### config.mk
export PLATFORM = sky130hd
export DESIGN_NAME = bcd_digit_feeder
export DESIGN_NICKNAME = d
export VERILOG_FILES = /design/src/rtl/bcd_digit_feeder.sv
export SDC_FILE = /design/constraint.sdc
export NUM_CORES = 1
export LEC_CHECK = 0
export CAP_MARGIN = 5
export CORE_MARGIN = 3
export CORE_UTILIZATION = 61
export CTS_BUF_LIST = sky130_fd_sc_hd__clkbuf_4
export CTS_CLUSTER_DIAMETER = 50
export CTS_CLUSTER_SIZE = 24
export DETAILED_ROUTE_END_ITERATION = 8
export PLACE_DENSITY_LB_ADDON = 0.08
export SKIP_CTS_REPAIR_TIMING = 1
export SLEW_MARGIN = 20
export SYNTH_ARGS = -nofsm -noshare
export SYNTH_HDL_FRONTEND = slang
export SYNTH_SLANG_ARGS = --single-unit
### constraint.sdc
create_clock -name sys_clk -period 2.5 [get_ports sys_clk]
set_clock_uncertainty 0.05 [all_clocks]
set_input_delay 0.5 -clock sys_clk [delete_from_list [all_inputs] [get_ports sys_clk]]
set_output_delay 0.5 -clock sys_clk [all_outputs]
set_load 0.01 [all_outputs]
### src/rtl/bcd_digit_feeder.sv
// Sequential double-dabble binary-to-BCD converter that feeds the 6-digit seven-segment scanner.
// Leading-zero blanking output is built only when LEADING_ZERO_BLANK_EN is defined.

module bcd_digit_feeder #(
  parameter int BIN_W   = 20,
  parameter int DIGITS  = 6,
  parameter int MAX_VAL = 999999
) (
  input  logic                  sys_clk,
  input  logic                  sys_rst_n,
  input  logic                  start,
  input  logic [BIN_W-1:0]      bin_in,
  output logic                  busy,
  output logic                  done,
  output logic [DIGITS*4-1:0]   bcd_out,
  output logic                  ovf
`ifdef LEADING_ZERO_BLANK_EN
  ,
  output logic [DIGITS-1:0]     blank_n
`endif
);

  localparam int ACC_W = DIGITS * 4;
  localparam int CNT_W = $clog2(BIN_W);
  localparam logic [BIN_W-1:0] LP_MAX      = BIN_W'(MAX_VAL);
  localparam logic [CNT_W-1:0] LP_LAST_BIT = CNT_W'(BIN_W - 1);

  typedef enum logic [1:0] {
    S_IDLE   = 2'd0,
    S_SHIFT  = 2'd1,
    S_FINISH = 2'd2
  } state_t;

  state_t             r_state;
  state_t             w_state_nxt;
  logic               w_load;
  logic               w_shift;
  logic               w_finish;
  logic               w_over;
  logic [BIN_W-1:0]   w_bin_sat;
  logic [ACC_W-1:0]   w_acc_step;

  logic [ACC_W-1:0]   r_acc;
  logic [BIN_W-1:0]   r_bin;
  logic [CNT_W-1:0]   r_bit_cnt;
  logic               r_ovf_pending;
  logic               r_busy;
  logic               r_done;
  logic [ACC_W-1:0]   r_bcd;
  logic               r_ovf;

  // One double-dabble step: add 3 to every digit >= 5, then shift in the binary MSB.
  function automatic logic [ACC_W-1:0] f_dabble_step(input logic [ACC_W-1:0] acc,
                                                     input logic             msb);
    logic [ACC_W-1:0] adj;
    logic [3:0]       nib;
    adj = '0;
    for (int d = 0; d < DIGITS; d++) begin
      nib = acc[d*4 +: 4];
      if (nib >= 4'd5) begin
        adj[d*4 +: 4] = nib + 4'd3;
      end else begin
        adj[d*4 +: 4] = nib;
      end
    end
    return {adj[ACC_W-2:0], msb};
  endfunction

`ifdef LEADING_ZERO_BLANK_EN
  // A digit is lit if it or any more significant digit is non-zero; digit 0 is always lit.
  function automatic logic [DIGITS-1:0] f_blank_mask(input logic [ACC_W-1:0] val);
    logic [DIGITS-1:0] mask;
    mask    = '0;
    mask[0] = 1'b1;
    for (int i = 1; i < DIGITS; i++) begin
      mask[i] = |(val >> (4 * i));
    end
    return mask;
  endfunction

  logic [DIGITS-1:0] r_blank_n;
`endif

  assign w_over     = (bin_in > LP_MAX);
  assign w_bin_sat  = w_over ? LP_MAX : bin_in;
  assign w_acc_step = f_dabble_step(r_acc, r_bin[BIN_W-1]);

  // State register.
  always_ff @(posedge sys_clk) begin
    if (!sys_rst_n) begin
      r_state <= S_IDLE;
    end else begin
      r_state <= w_state_nxt;
    end
  end

  // Next-state logic.
  always_comb begin
    w_state_nxt = r_state;
    case (r_state)
      S_IDLE: begin
        if (start) begin
          w_state_nxt = S_SHIFT;
        end else begin
          w_state_nxt = S_IDLE;
        end
      end
      S_SHIFT: begin
        if (r_bit_cnt == LP_LAST_BIT) begin
          w_state_nxt = S_FINISH;
        end else begin
          w_state_nxt = S_SHIFT;
        end
      end
      S_FINISH: w_state_nxt = S_IDLE;
      default:  w_state_nxt = S_IDLE;
    endcase
  end

  // Per-state datapath strobes.
  always_comb begin
    w_load   = 1'b0;
    w_shift  = 1'b0;
    w_finish = 1'b0;
    case (r_state)
      S_IDLE:   w_load   = start;
      S_SHIFT:  w_shift  = 1'b1;
      S_FINISH: w_finish = 1'b1;
      default:  w_load   = 1'b0;
    endcase
  end

  // Conversion datapath: latch on start, one bit per clock while shifting.
  always_ff @(posedge sys_clk) begin
    if (!sys_rst_n) begin
      r_acc         <= '0;
      r_bin         <= '0;
      r_bit_cnt     <= '0;
      r_ovf_pending <= 1'b0;
    end else if (w_load) begin
      r_acc         <= '0;
      r_bin         <= w_bin_sat;
      r_bit_cnt     <= '0;
      r_ovf_pending <= w_over;
    end else if (w_shift) begin
      r_acc         <= w_acc_step;
      r_bin         <= {r_bin[BIN_W-2:0], 1'b0};
      r_bit_cnt     <= r_bit_cnt + {{(CNT_W-1){1'b0}}, 1'b1};
      r_ovf_pending <= r_ovf_pending;
    end else begin
      r_acc         <= r_acc;
      r_bin         <= r_bin;
      r_bit_cnt     <= r_bit_cnt;
      r_ovf_pending <= r_ovf_pending;
    end
  end

  // Handshake and result registers; the result only moves on the finishing edge.
  always_ff @(posedge sys_clk) begin
    if (!sys_rst_n) begin
      r_busy <= 1'b0;
      r_done <= 1'b0;
      r_bcd  <= '0;
      r_ovf  <= 1'b0;
    end else begin
      r_done <= w_finish;
      if (w_load) begin
        r_busy <= 1'b1;
      end else if (w_finish) begin
        r_busy <= 1'b0;
      end else begin
        r_busy <= r_busy;
      end
      if (w_finish) begin
        r_bcd <= r_acc;
        r_ovf <= r_ovf_pending;
      end else begin
        r_bcd <= r_bcd;
        r_ovf <= r_ovf;
      end
    end
  end

`ifdef LEADING_ZERO_BLANK_EN
  // Blanking mask tracks the result it belongs to.
  always_ff @(posedge sys_clk) begin
    if (!sys_rst_n) begin
      r_blank_n <= {{(DIGITS-1){1'b0}}, 1'b1};
    end else if (w_finish) begin
      r_blank_n <= f_blank_mask(r_acc);
    end else begin
      r_blank_n <= r_blank_n;
    end
  end

  assign blank_n = r_blank_n;
`endif

  assign busy    = r_busy;
  assign done    = r_done;
  assign bcd_out = r_bcd;
  assign ovf     = r_ovf;

endmodule

==> metrics.txt <==
setup TNS=0 ns; fin util=75.56%; # DRC=0; delay-heaviest family, CP=compound AO/OA/AOI/OAI gates; Pre-antenna DRT Iters=4; vias in the first global route=approximately 3k; first-pass GRT wire length=between 10,000 and 15,000 um; Ys Warns=0; Worst-Skew Late Latency=0.41 ns; Slew @ Worst Pin=approximately 0.58 ns; Iter 0 DRT Violations=160; CP endpoint kind=flop; ys flop type=dfxtp_1; Hold Vio Cnt, Final=0; GP Congestion=about 0.84; CP cell instances=clkdlybuf4s50_1, or3b_1, a211oi_1, o31a_2, nor2b_1; # IOs=50; register share of total power=between 50 and 60%; min-delay worst type=flop to flop; GR Util met2=between 40% and 50%; maximum clock path buffer count=2; Core Region=~0.0055 mm2; synthesized cell area=about 0.0035 mm2; worst r2r src=r_state[0]; Worst Setup Start Kind=input port; worst-case vdd ir drop=396.7 uV; Combinational Power Share=a little under a tenth; P per Cell Area=around 540 mW/mm2; total power=~0.0023 W; starting density of the core=~64%; Final setup viols=0; worst hold slack=0.4120 ns; synth unique cells=37; most common cell after layout, fill and taps aside=nand2_1; RSZ-0062 raised after global routing=false; Sw Share=25.86%; Seq/Total Area, Yosys=about 45%; largest net degree at the start of global routing=38; CTS root buffer=clkbuf_4; Tot GR Track Use=between 20% and 30%; P_int=around 0.0017 W; critical path class=input port to flop; most frequent cells in the layout=nand2_1 (105), dfxtp_1 (79), clkdlybuf4s50_1 (49), a21oi_1 (47), o21ai_0 (29); max incr delay on CP=0.50 ns; Lkg Pwr=1.434 nW; nets=520; final instance area=0.004187 mm2; status=complete, no violations; Crit path arrival time=2.13 ns; Placed Area=0.004055 mm2; Final Slew Violations=0; global route overflow=0; Post-Syn Area per Cell=~8 um2; FFs w/ async S/R, synth=0%; Worst-path clk slew=0.13 ns; number of port buffers=49; number of max-cap violations=0; NetSw=a little under 0.0006 W; number of synthesized flops with an enable pin=0; crit share post-route=approximately three quarters; Layout Area Growth over Synthesis=18.82%; Chip Height=82 um; chip width=around 80 um; via count=3,145; Worst Setup SP=bin_in[14]; met3 Resource Use GR=under 10%; Final min period=1.877 ns; vias per std cell=5.606; Synth Register Bits=a little under 80; routed len/inst=about 13 um; Critical Path Fanout Max=8; Buf/Inv on CP=1; Max Clk Rate=roughly 530 MHz; remaining antenna violation count after routing=0; site row count=27; Rel. slew slack=between 60% and 70%; met1 usage=~30%; Critical Path RT=between 2 and 3 ns; htree depth=3; layout cells sized above 1=between 6 and 7%; cell count after synthesis=440; Post-DP HPWL=5164 um; initial antenna violation count=0; total clock sinks=79; CTS buffer count=9; CP max-delay cell=clkdlybuf4s50_1; layer carrying the most global-route usage=met2; area of the die=a little under 0.007 mm2; # diodes=0; Syn Nets=476; clock power share=between 30% and 40%; Hold Startpoint=bcd_out[19]; CTS tree=built; WL final=approximately 7500 um
## state kept, by name (all words and copies together) (netlist names)
| name | cells |
|---|---|
| bcd_out | 24 |
| r_acc | 24 |
| r_bin | 20 |
| r_bit_cnt | 5 |
| r_state | 2 |
| busy | 1 |
| done | 1 |
| ovf | 1 |
| r_ovf_pending | 1 |
## cell usage after synthesis (2+ instances only)
library cell | n | area [um2]
nand3_1 | 13 | 65.06
buf_2 | 9 | 45.04
dfxtp_1 | 79 | 1582
nor2_1 | 18 | 67.56
or3b_1 | 2 | 17.52
o22ai_1 | 6 | 37.54
or3_1 | 11 | 68.82
xnor2_1 | 7 | 61.31
o21ai_0 | 29 | 145.1
xor2_1 | 8 | 70.07
nand4_1 | 3 | 18.77
nor2b_1 | 11 | 68.82
ha_1 | 13 | 162.7
buf_6 | 2 | 22.52
inv_1 | 13 | 48.80
nand2_1 | 105 | 394.1
clkbuf_1 | 14 | 52.55
a31oi_1 | 13 | 81.33
a21oi_1 | 47 | 235.2
a311oi_1 | 4 | 35.03
nand2b_1 | 9 | 56.30
a22oi_1 | 9 | 67.56
## worst paths after layout
| check | endpoint | cells after the start | slack, ns |
|---|---|---|---|
| min reg2reg | bcd_out[19] | 2 | 0.41 |
| max | r_bin[6] | 5 | 0.62 |
| max reg2reg | r_bin[17] | 4 | 0.71 |
| min | bcd_out[19] | 2 | 0.41 |
## per-stage QoR
step	instances	setup slack [ns]
2_1_floorplan	440	0.8388
3_3_place_gp	545	0.2652
3_5_place_dp	545	0.2041
4_1_cts	561	0.6102
5_1_grt	561	0.5401
6_report	561	0.6230
## worst min-delay path: stages (launching register included)
cell     delay [ns]
dfxtp_1        0.33
nand2_1        0.05
a21oi_1        0.05
## layout make-up
type / count / area [um2]
Clock buffer: 9 / 67.56
Clock inverter: 7 / 63.81
Fill cell: 441 / 1354
Inverter: 14 / 52.55
Multi-Input combinational cell: 320 / 1758
Sequential cell: 79 / 1582
Tap cell: 72 / 90.09
Timing Repair Buffer: 60 / 573.1
## cells by family (layout without fill, tap and decap cells)
family | after synthesis | in the layout | share of synthesized area (%)
AND/OR/NAND/NOR | 177 | 177 | 22.62
AO/OA/AOI/OAI | 115 | 115 | 18.93
flip-flops | 79 | 79 | 44.89
buffers and inverters | 41 | 90 | 5.220
XOR/XNOR | 15 | 15 | 3.729
adder cells (fa/ha/maj) | 13 | 13 | 4.617
## power by group through the flow
stage / clock network, W / logic [W] / registers, W
floorplan: 0 / 0.000140 / 0.00133
global placement: 0 / 0.000203 / 0.00134
detailed placement: 0 / 0.000208 / 0.00134
CTS: 0.000752 / 0.000210 / 0.00132
global route: 0.000806 / 0.000234 / 0.00132
finish: 0.000742 / 0.000210 / 0.00132
## layer usage
metal  vias to the layer above  routed length, um
met5                         -                  0
li1                       1579                  -
met2                        75               3622
met1                      1477               3481
met3                        14                275
met4                         0                120
Note: power is estimated with default switching activity, not from simulation.
